==> src/rtl/multi_column_game_controller_pkg.sv <==
// Shared state encoding and field widths for the multi-column game controller.
package game_pkg;
  localparam int LIVES_WIDTH = 4;
  localparam int LEVEL_WIDTH = 3;

  typedef enum logic [1:0] {
    IDLE    = 2'd0,
    PLAYING = 2'd1,
    DEAD    = 2'd2
  } game_state_e;
endpackage

==> src/rtl/multi_column_game_controller_if.sv <==
// Bundle between the game controller and the column instances / score display path.
interface multi_column_game_controller_if
  import game_pkg::*;
#(
  parameter int NUM_COLUMNS = 3,
  parameter int SCORE_WIDTH = 8
);
  logic                   start;
  logic [NUM_COLUMNS-1:0] correct;
  logic [NUM_COLUMNS-1:0] game_over;
  logic [NUM_COLUMNS-1:0] column_reset;
  logic                   fall_tick;
  logic [SCORE_WIDTH-1:0] score;
  logic [LIVES_WIDTH-1:0] lives;
  logic [LEVEL_WIDTH-1:0] level;
  logic [1:0]             state;

  modport master (
    output start, correct, game_over,
    input  column_reset, fall_tick, score, lives, level, state
  );

  modport slave (
    input  start, correct, game_over,
    output column_reset, fall_tick, score, lives, level, state
  );
endinterface

==> src/rtl/multi_column_game_controller_fall_rate_timer.sv <==
// Free-running period counter; tick is a registered one-cycle strobe every `period` cycles.
module fall_rate_timer (
  input  logic        clock,
  input  logic        reset,
  input  logic        enable,
  input  logic [31:0] period,
  input  logic        restart,
  output logic        tick
);
  logic [31:0] count;

  always_ff @(posedge clock or posedge reset) begin
    if (reset) begin
      count <= '0;
      tick  <= 1'b0;
    end else if (restart || !enable) begin
      count <= '0;
      tick  <= 1'b0;
    end else if (count >= period - 32'd1) begin
      count <= '0;
      tick  <= 1'b1;
    end else begin
      count <= count + 32'd1;
      tick  <= 1'b0;
    end
  end
endmodule

==> src/rtl/multi_column_game_controller.sv <==
// Arbitrates NUM_COLUMNS falling-letter columns: staggered spawn, score, lives, level, fall rate.
//   state   | meaning
//   IDLE    | waiting for start, columns inactive
//   PLAYING | game running, columns spawn and fall
//   DEAD    | lives exhausted, everything frozen until start
module multi_column_game_controller
  import game_pkg::*;
#(
  parameter int NUM_COLUMNS = 3,
  parameter int SCORE_WIDTH = 8,
  parameter int LIVES       = 3,
  parameter int SPAWN_GAP   = 25000000,
  parameter int LEVEL_STEP  = 10,
  parameter int MAX_LEVEL   = 7,
  parameter int BASE_PERIOD = 12500000,
  parameter int PERIOD_STEP = 1250000,
  parameter int MIN_PERIOD  = 2500000
) (
  input logic                          clock,
  input logic                          reset,
  multi_column_game_controller_if.slave bus
);
  localparam int IDX_W = $clog2(NUM_COLUMNS + 1);
  localparam logic [SCORE_WIDTH-1:0] SCORE_MAX = '1;

  function automatic logic [3:0] popcount(input logic [NUM_COLUMNS-1:0] v);
    logic [3:0] n;
    n = '0;
    for (int i = 0; i < NUM_COLUMNS; i++) n = n + 4'(v[i]);
    return n;
  endfunction

  function automatic logic [SCORE_WIDTH-1:0] sat_add(input logic [SCORE_WIDTH-1:0] a,
                                                     input logic [3:0] b);
    logic [SCORE_WIDTH+3:0] sum;
    sum = {4'b0, a} + {{SCORE_WIDTH{1'b0}}, b};
    return (sum > {4'b0, SCORE_MAX}) ? SCORE_MAX : sum[SCORE_WIDTH-1:0];
  endfunction

  game_state_e            state_q;
  logic [SCORE_WIDTH-1:0] score_q;
  logic [LIVES_WIDTH-1:0] lives_q;
  logic [LEVEL_WIDTH-1:0] level_q;
  logic [NUM_COLUMNS-1:0] col_reset_q;
  logic [NUM_COLUMNS-1:0] spawned_q;
  logic [IDX_W-1:0]       spawn_idx_q;
  logic [31:0]            spawn_timer_q;

  logic [NUM_COLUMNS-1:0] hit, miss, spawn_pulse;
  logic [3:0]             hit_cnt, miss_cnt;
  logic [LIVES_WIDTH-1:0] lives_next;
  logic [LEVEL_WIDTH-1:0] level_target;
  logic [31:0]            level_quot, period;
  logic                   dying, level_up, spawn_pending, spawn_fire;
  logic                   timer_restart, timer_enable, tick;

  always_comb begin
    hit  = '0;
    miss = '0;
    if (state_q == PLAYING) begin
      hit  = bus.correct & spawned_q;
      // a match on the same column cancels its miss
      miss = bus.game_over & spawned_q & ~bus.correct;
    end
    hit_cnt    = popcount(hit);
    miss_cnt   = popcount(miss);
    lives_next = (lives_q > miss_cnt) ? lives_q - miss_cnt : '0;
    dying      = (state_q == PLAYING) && (miss != '0) && (lives_next == '0);

    level_quot   = 32'(score_q) / 32'(LEVEL_STEP);
    level_target = (level_quot > 32'(MAX_LEVEL)) ? LEVEL_WIDTH'(MAX_LEVEL)
                                                 : LEVEL_WIDTH'(level_quot);
    level_up     = (state_q == PLAYING) && (level_target > level_q);

    if (32'(level_q) * 32'(PERIOD_STEP) + 32'(MIN_PERIOD) >= 32'(BASE_PERIOD))
      period = 32'(MIN_PERIOD);
    else
      period = 32'(BASE_PERIOD) - 32'(level_q) * 32'(PERIOD_STEP);

    spawn_pending = 32'(spawn_idx_q) < 32'(NUM_COLUMNS);
    spawn_fire    = (state_q == PLAYING) && spawn_pending &&
                    (spawn_timer_q == 32'(SPAWN_GAP - 1));
    spawn_pulse   = spawn_fire ? (NUM_COLUMNS'(1) << spawn_idx_q) : '0;

    timer_restart = bus.start || level_up;
    timer_enable  = (state_q == PLAYING) && !dying;
  end

  always_ff @(posedge clock or posedge reset) begin
    if (reset) begin
      state_q       <= IDLE;
      score_q       <= '0;
      lives_q       <= LIVES_WIDTH'(LIVES);
      level_q       <= '0;
      col_reset_q   <= '0;
      spawned_q     <= '0;
      spawn_idx_q   <= '0;
      spawn_timer_q <= '0;
    end else if (bus.start) begin
      // column 0 spawns on the entry cycle itself
      state_q       <= PLAYING;
      score_q       <= '0;
      lives_q       <= LIVES_WIDTH'(LIVES);
      level_q       <= '0;
      col_reset_q   <= NUM_COLUMNS'(1);
      spawned_q     <= NUM_COLUMNS'(1);
      spawn_idx_q   <= IDX_W'(1);
      spawn_timer_q <= '0;
    end else begin
      col_reset_q <= '0;
      if (state_q == PLAYING) begin
        score_q <= sat_add(score_q, hit_cnt);
        lives_q <= lives_next;
        if (level_up) level_q <= level_target;
        if (dying) begin
          state_q <= DEAD;
        end else begin
          col_reset_q <= hit | miss | spawn_pulse;
          spawned_q   <= spawned_q | spawn_pulse;
          if (spawn_fire) begin
            spawn_idx_q   <= spawn_idx_q + IDX_W'(1);
            spawn_timer_q <= '0;
          end else if (spawn_pending) begin
            spawn_timer_q <= spawn_timer_q + 32'd1;
          end
        end
      end
    end
  end

  fall_rate_timer u_fall_rate_timer (
    .clock   (clock),
    .reset   (reset),
    .enable  (timer_enable),
    .period  (period),
    .restart (timer_restart),
    .tick    (tick)
  );

  assign bus.column_reset = col_reset_q;
  assign bus.fall_tick    = tick;
  assign bus.score        = score_q;
  assign bus.lives        = lives_q;
  assign bus.level        = level_q;
  assign bus.state        = state_q;
endmodule

==> src/flat_wrapper.sv <==
// flat-port wrapper written by rule: the top's interface ports become plain ports
module multi_column_game_controller_flat import game_pkg::*;
#(
  parameter int NUM_COLUMNS = 3,
  parameter int SCORE_WIDTH = 8,
  parameter int LIVES       = 3,
  parameter int SPAWN_GAP   = 25000000,
  parameter int LEVEL_STEP  = 10,
  parameter int MAX_LEVEL   = 7,
  parameter int BASE_PERIOD = 12500000,
  parameter int PERIOD_STEP = 1250000,
  parameter int MIN_PERIOD  = 2500000
)
  (clock, reset, bus_start, bus_correct, bus_game_over, bus_column_reset, bus_fall_tick, bus_score, bus_lives, bus_level, bus_state);
  multi_column_game_controller_if #(.NUM_COLUMNS(NUM_COLUMNS), .SCORE_WIDTH(SCORE_WIDTH)) bus_i ();
  input logic clock;
  input logic reset;
  input wire logic [$bits(bus_i.start)-1:0] bus_start;
  input wire logic [$bits(bus_i.correct)-1:0] bus_correct;
  input wire logic [$bits(bus_i.game_over)-1:0] bus_game_over;
  output wire logic [$bits(bus_i.column_reset)-1:0] bus_column_reset;
  output wire logic [$bits(bus_i.fall_tick)-1:0] bus_fall_tick;
  output wire logic [$bits(bus_i.score)-1:0] bus_score;
  output wire logic [$bits(bus_i.lives)-1:0] bus_lives;
  output wire logic [$bits(bus_i.level)-1:0] bus_level;
  output wire logic [$bits(bus_i.state)-1:0] bus_state;
  assign bus_i.start = bus_start;
  assign bus_i.correct = bus_correct;
  assign bus_i.game_over = bus_game_over;
  assign bus_column_reset = bus_i.column_reset;
  assign bus_fall_tick = bus_i.fall_tick;
  assign bus_score = bus_i.score;
  assign bus_lives = bus_i.lives;
  assign bus_level = bus_i.level;
  assign bus_state = bus_i.state;
  multi_column_game_controller #(.NUM_COLUMNS(NUM_COLUMNS), .SCORE_WIDTH(SCORE_WIDTH), .LIVES(LIVES), .SPAWN_GAP(SPAWN_GAP), .LEVEL_STEP(LEVEL_STEP), .MAX_LEVEL(MAX_LEVEL), .BASE_PERIOD(BASE_PERIOD), .PERIOD_STEP(PERIOD_STEP), .MIN_PERIOD(MIN_PERIOD)) u_core (.clock(clock), .reset(reset), .bus(bus_i));
endmodule
==> config.mk <==
export PLATFORM = sky130hd
export DESIGN_NAME = multi_column_game_controller_flat
export DESIGN_NICKNAME = d
export VERILOG_FILES = /design/src/rtl/multi_column_game_controller_pkg.sv /design/src/rtl/multi_column_game_controller_if.sv /design/src/rtl/multi_column_game_controller_fall_rate_timer.sv /design/src/rtl/multi_column_game_controller.sv /design/src/flat_wrapper.sv
export SDC_FILE = /design/constraint.sdc
export NUM_CORES = 1
export LEC_CHECK = 0
export CAP_MARGIN = 15
export CORE_ASPECT_RATIO = 2
export CORE_MARGIN = 2
export CORE_UTILIZATION = 60
export CTS_CLUSTER_DIAMETER = 120
export CTS_CLUSTER_SIZE = 20
export DETAILED_ROUTE_END_ITERATION = 7
export PLACE_DENSITY = 0.87
export SYNTH_ARGS = -nofsm -noshare
export SYNTH_HDL_FRONTEND = slang
export SYNTH_SLANG_ARGS = --single-unit
==> constraint.sdc <==
create_clock -name clock -period 7.6 [get_ports clock]
set_input_delay 1.52 -clock clock [delete_from_list [all_inputs] [get_ports clock]]
set_output_delay 1.52 -clock clock [all_outputs]
set_load 0.02 [all_outputs]
# After elaboration in Yosys (flattened, before gate mapping)
# Cells that the tools add are included.
# word_totals
ff_bits	90
in_bits	9
out_inout_bits	21
elab_cells	100
# op_classes
add_sub_neg	12
mul	1
n_div	1
order_cmp	7
eq_ne	3
shifts	1
n_mux	36
bitwise_logic	7
n_reduce_logical	22
# op_table
cell	count
32-bit 2-to-1 mux	8
32-bit by 1-bit adder with 32-bit output, second input constant	2
3-bit 2-to-1 mux	13
8-bit by 4-bit divider with 32-bit output, second input constant	1
32-bit by 25-bit equality test with 1-bit output, second input constant	1
32-bit by 24-bit >= comparator with 1-bit output, second input constant	1
32-bit >= comparator	1
32-bit by 3-bit > comparator with 1-bit output, second input constant	1
32-bit by 1-bit subtractor with 32-bit output, second input constant	1
24-bit by 22-bit adder with 25-bit output, second input constant	1
24-bit by 24-bit subtractor with 25-bit output, first input constant	1
8-bit 2-to-1 mux	3
3-bit by 17-bit multiplier with 20-bit output, second input constant	1
2-bit 2-to-1 mux	7
12-bit by 8-bit > comparator with 1-bit output, second input constant	1
4-bit 2-to-1 mux	3
8-bit by 4-bit adder with 9-bit output	1
3-bit bitwise AND	3
3-bit OR	3
4-bit by 1-bit adder with 4-bit output	2
2-bit nonzero test	4
1-bit logical AND	6
2-bit AND reduction	3
3-bit AND reduction	2
other kinds (15)	20

# Depth between registers and ports, before layout
# logic_depth
word_depth	14
ltp_mapped	31
depth_no_buf	28

# Modules after synthesis
# Synthesis repeated with hierarchy kept, for this count alone.
# hier_totals
hier_cells	952
hier_area_um2	8147.8
# modules_own_cells
mod	instances	cells_per_inst	area_per_inst_um2	seq_area_each_um2
multi_column_game_controller	1	629	5191.2	1428.9
fall_rate_timer	1	323	2956.6	825.8

# Least setup slack after synthesis
# Ideal clock, no wire load.
# synth_path
kind	register to register
from	register u_core.level_q[0], in the netlist u_core.bus.level[0]
to	register u_core.u_fall_rate_timer.count[10]
setup_ps	71
t_arrival_ps	6200
t_required_ps	7529
setup_slack_ps	1329
path_stages_with_launch	30
n_path_buf	3
synth_period_minus_slack_ps	6271
path_cell_list	dfrtp_1 > buf_4 > clkinv_1 > ha_1 > ha_1 > inv_1 > fa_1 > nand2b_1 > a211oi_1 > and2_1 > nand2_1 > a21oi_1 > a21oi_1 > o211a_1 > buf_4 > nor4_1 > inv_1 > ha_1 > nand2_1 > xnor2_1 > nand2_1 > ha_1 > a2111oi_0 > o21ai_0 > nor4_1 > a22oi_1 > o21ai_0 > nand2_1 > buf_2 > nor2_1
# synth_between
elab_chain_cells	8
elab_cells_between_ends	13
cone_classes	3 x add/sub; 1 x mul; 3 x order compare; 3 x mux; 3 x reduce/logical
# synth_rtl
item	line	rtl
start, declared	multi_column_game_controller.sv:43	logic [LEVEL_WIDTH-1:0] level_q;
start signal, assigned	multi_column_game_controller.sv:114	if (level_up) level_q <= level_target;
3-bit by 17-bit multiplier with 20-bit output	multi_column_game_controller.sv:75, multi_column_game_controller.sv:78	
24-bit by 22-bit adder with 25-bit output	multi_column_game_controller.sv:75	if (32'(level_q) * 32'(PERIOD_STEP) + 32'(MIN_PERIOD) >= 32'(BASE_PERIOD))
32-bit by 24-bit >= comparator with 1-bit output	multi_column_game_controller.sv:75	
32-bit 2-to-1 mux	multi_column_game_controller.sv:75	
32-bit by 1-bit subtractor with 32-bit output	multi_column_game_controller_fall_rate_timer.sv:19	end else if (count >= period - 32'd1) begin
32-bit >= comparator	multi_column_game_controller_fall_rate_timer.sv:19	
32-bit 2-to-1 mux	multi_column_game_controller_fall_rate_timer.sv:19	
32-bit 2-to-1 mux (*)	multi_column_game_controller_fall_rate_timer.sv:16	end else if (restart || !enable) begin
end signal, assigned	multi_column_game_controller_fall_rate_timer.sv:23	count <= count + 32'd1;
end, declared	multi_column_game_controller_fall_rate_timer.sv:10	logic [31:0] count;
# Every way passes the cells marked *; elsewhere a longest branch is shown, timed or not.
# A chain may end at the register's enable or synchronous reset.

# Final worst setup path
# layout_path
from	register u_core.level_q[1], in the netlist u_core.bus.level[1]
to	register u_core.u_fall_rate_timer.count[31]
# Same word-level chain as after synthesis.

==> flow_summary_export.csv <==
group,metric,value,unit
synth,synthCells,892,
detailed_routing,drt-total-wl,18.0,mm
synth,postSynth.asyncResetShare,100,%
synth,synthFlopType,"dfrtp_1",
setup_path,r2r_cells,26,
power,seq_power_share,25.6,%
setup_path,path_max_fanout,28,
grt,grt_first_pass_wirelength,30.8,mm
power,peakVddDrop,0.000191,V
setup_path,cp-start-kind,"flop",
synth,synth_top_area_cell,"dfrtp_1",
power,power_frac_comb,51.3,%
detailed_routing,via_per_inst,6.20,
power,p_leak,3.73,nW
sta,worst_pin_slew,1.10,ns
setup_path,timing.rr.end,"u_core.u_fall_rate_timer.count[31]",
detailed_routing,drc_errors,0,
detailed_routing,drt-pass1-iter-count,5,
synth,synthesis.area,7460,um^2
layout,drive_gt1_share,5.01,%
clocking,cts_buffer_depth,2,
floorplanning,die-height,162,um
synth,synth_area_leaders,"dfrtp_1 30%, ha_1 12%, nor2_1 6.6%",
min_path,worstHoldStart,"u_core.u_fall_rate_timer.count[0]",
clocking,cts_buffers,9,
synth,syn_area_per_cell,8.37,um^2
synth,synth_cell_type_count,80,
sta,maxSlewViolCount,0,
sta,rsz0062_at_grt,"false",
placed_design,port_buffers,29,
floorplanning,dieArea,13400,um^2
layout,final_common_cell,"nor2_1",
floorplanning,rows,57,
sta,fin_hold_ws,0.474,ns
sta,fmax,150,MHz
power,p_int,1.23,mW
layout,diodes,0,
clocking,clock_sinks,90,
clocking,cts.clk_slew.worst_paths,0.06,ns
grt,grt_usage,27.8,%
setup_path,crit_start,"u_core.bus.level[1]",
run,drv_cap,0,
layout,layout_common_cells,"132 x nor2_1, 88 x dfrtp_1, 81 x nand2_1",
floorplanning,core_area,12100,um^2
power,netSwitchingPower,912,uW
detailed_routing,dr_total_vias,6608,
setup_path,cp-end-kind,"flop",
synth,synth-seq-area-share,30.2,%
power,swShare,42.6,%
power,p_per_area,261,nW/um^2
sta,fin_skew,0.00893,ns
placed_design,dp.final_hpwl,13.5,mm
sta,relSlewSlack,26.2,%
clocking,clock_latency,0.34,ns
floorplanning,io-pin-count,30,
sta,setup_violations,0,
grt,antenna_found_initial,0,
placed_design,place_congestion,1.01,
layout,final_core_util,67.7,%
status,status,"finished clean",
grt,grt_overflow,0,
floorplanning,fp.dieW,82.9,um
clocking,cts_tree,"built",
floorplanning,start_util,61.5,%
sta,fin_crit,6.69,ns
clocking,clock-root-buffer,"clkbuf_16",
synth,ys.warnings.count,0,
synth,netlist.area_leader.share,29.5,%
grt,grt_pass1_vias,6638,
power,p_clk_share,23.1,%
setup_path,endpoint,"u_core.u_fall_rate_timer.count[31]",
min_path,min_path_type,"reg2reg",
setup_path,cp.required,7.86,ns
detailed_routing,drt_iter0_markers,312,
detailed_routing,ant_nets,0,
synth,synth_enable_flop_cells,0,
clocking,htree_levels,3,
sta,fin_crit_sh,88.0,%
detailed_routing,wl_per_cell,16.9,um
placed_design,dpl_cell_area,7870,um^2
sta,finalHoldViolCount,0,
setup_path,crit_type,"reg2reg",
layout,nets,998,
setup_path,rrSetupSlack,0.91,ns
setup_path,reg2reg_from,"u_core.bus.level[1]",
layout,fin_area,8210,um^2
layout,nFillCells,974,
layout,syn_to_final_growth,10.0,%
synth,ys_ff_latch,90,
setup_path,crit_arrival,6.95,ns
grt,grt_max_degree,73,
sta,tns,0,ns
-- registers in the layout (all words and copies together) (netlist names) --
name	cells
u_core.spawned_q	3
u_core.spawn_timer_q	32
u_core.bus.state	2
u_core.spawn_idx_q	2
u_core.bus.column_reset	3
u_core.u_fall_rate_timer.count	32
u_core.bus.level	3
u_core.u_fall_rate_timer.tick	1
u_core.bus.score	8
u_core.bus.lives	4
-- worst min-delay path by stage --
stage	end	slack, ns	cells after the start
floorplan	u_core.u_fall_rate_timer.count[0]	0.43	1
global placement	u_core.u_fall_rate_timer.count[0]	0.45	1
detailed placement	u_core.u_fall_rate_timer.count[0]	0.46	1
CTS	u_core.u_fall_rate_timer.count[0]	0.47	1
global route	u_core.u_fall_rate_timer.count[0]	0.49	1
finish	u_core.u_fall_rate_timer.count[0]	0.47	1
-- layer usage --
layer,vias up,wire length [um],global-route usage (%)
met2,184,9860,51.2
met1,3147,6580,29.7
li1,3204,-,-
met3,73,529,3.20
met5,-,0,0
met4,0,1080,17.5
-- area by class of cell --
| type | instances | area (um^2) | area share (%) |
|---|---|---|---|
| clock buffer | 11 | 253 | 3.08 |
| clock inverter | 5 | 85.1 | 1.04 |
| inverter | 41 | 155 | 1.89 |
| multi-input combinational | 737 | 4940 | 60.2 |
| sequential | 90 | 2250 | 27.5 |
| tap | 147 | 184 | 2.24 |
| timing repair buffer | 35 | 335 | 4.08 |
-- kinds of logic (layout without fill, tap and decap cells) --
group                    count (synthesis)  count (layout)  share of synthesized area [%]
AND/OR/NAND/NOR                        388             388                           25.4
AO/OA/AOI/OAI                          178             178                           16.5
flip-flops                              90              90                           30.2
XOR/XNOR                                80              80                           9.67
adder cells (fa/ha/maj)                 76              76                           13.3
buffers and inverters                   72              92                           3.92
multiplexers                             7               7                          0.939
other                                    1               8                         0.0503
-- stage by stage --
stage | total power, mW | worst slack [ns] | std cells
after floorplan | 1.35 | 1.33 | 899
after global placement | 1.61 | 1.03 | 1050
after detailed placement | 1.63 | 0.745 | 1050
after CTS | 2.13 | 0.698 | 1066
after global routing | 2.27 | 0.174 | 1066
final | 2.14 | 0.913 | 1066
-- Yosys cell counts, types with 7 or more instances --
library cell and instances:
and2_1 11, o211ai_1 7, nor2_1 132, and3_1 23, a21oi_1 41, nand4_1 14, o21ai_0 34, nand3_1 27
a311oi_1 7, or3_1 7, a21o_1 19, nand2b_1 11, inv_1 38, xnor2_1 47, ha_1 69, nor4_1 14
nand2_1 82, dfrtp_1 88, clkbuf_1 21, mux2i_1 7, nor3_1 29, xor2_1 31, a211oi_1 9
-- repair_timing --
action / in CTS / in global routing
setup endpoints to repair: 0 / 28
gates resized for setup: 0 / 1
setup buffers: 0 / 0
hold buffers: 0 / 0
endpoints found under the hold margin: 0 / 0
-- power by group through the flow --
stage	Combinational, mW	Clock [mW]	Sequential (mW)
6_report	1.10	0.494	0.549
5_1_grt	1.20	0.520	0.553
4_1_cts	1.08	0.502	0.549
3_5_place_dp	1.07	0	0.557
3_3_place_gp	1.06	0	0.556
2_1_floorplan	0.772	0	0.577
-- worst max-delay path, cell delays in order (launching register included) --
cell,delay [ns]
dfrtp_1,0.34
inv_1,0.14
ha_1,0.54
ha_1,0.25
inv_1,0.06
fa_1,0.34
nand2b_1,0.18
a211oi_1,0.49
and2_1,0.27
nand2_1,0.14
a21oi_1,0.19
a21oi_1,0.09
o211a_1,0.35
nor4_1,0.41
inv_1,0.08
ha_1,0.27
nand2_1,0.13
xnor2_1,0.13
nand2_1,0.08
ha_1,0.21
a2111oi_0,0.50
o21ai_0,0.16
nor4_1,0.21
a22oi_1,0.10
o21ai_0,0.32
nand2_2,0.41
nor2_1,0.21
Power figures use the tool's default switching activity.
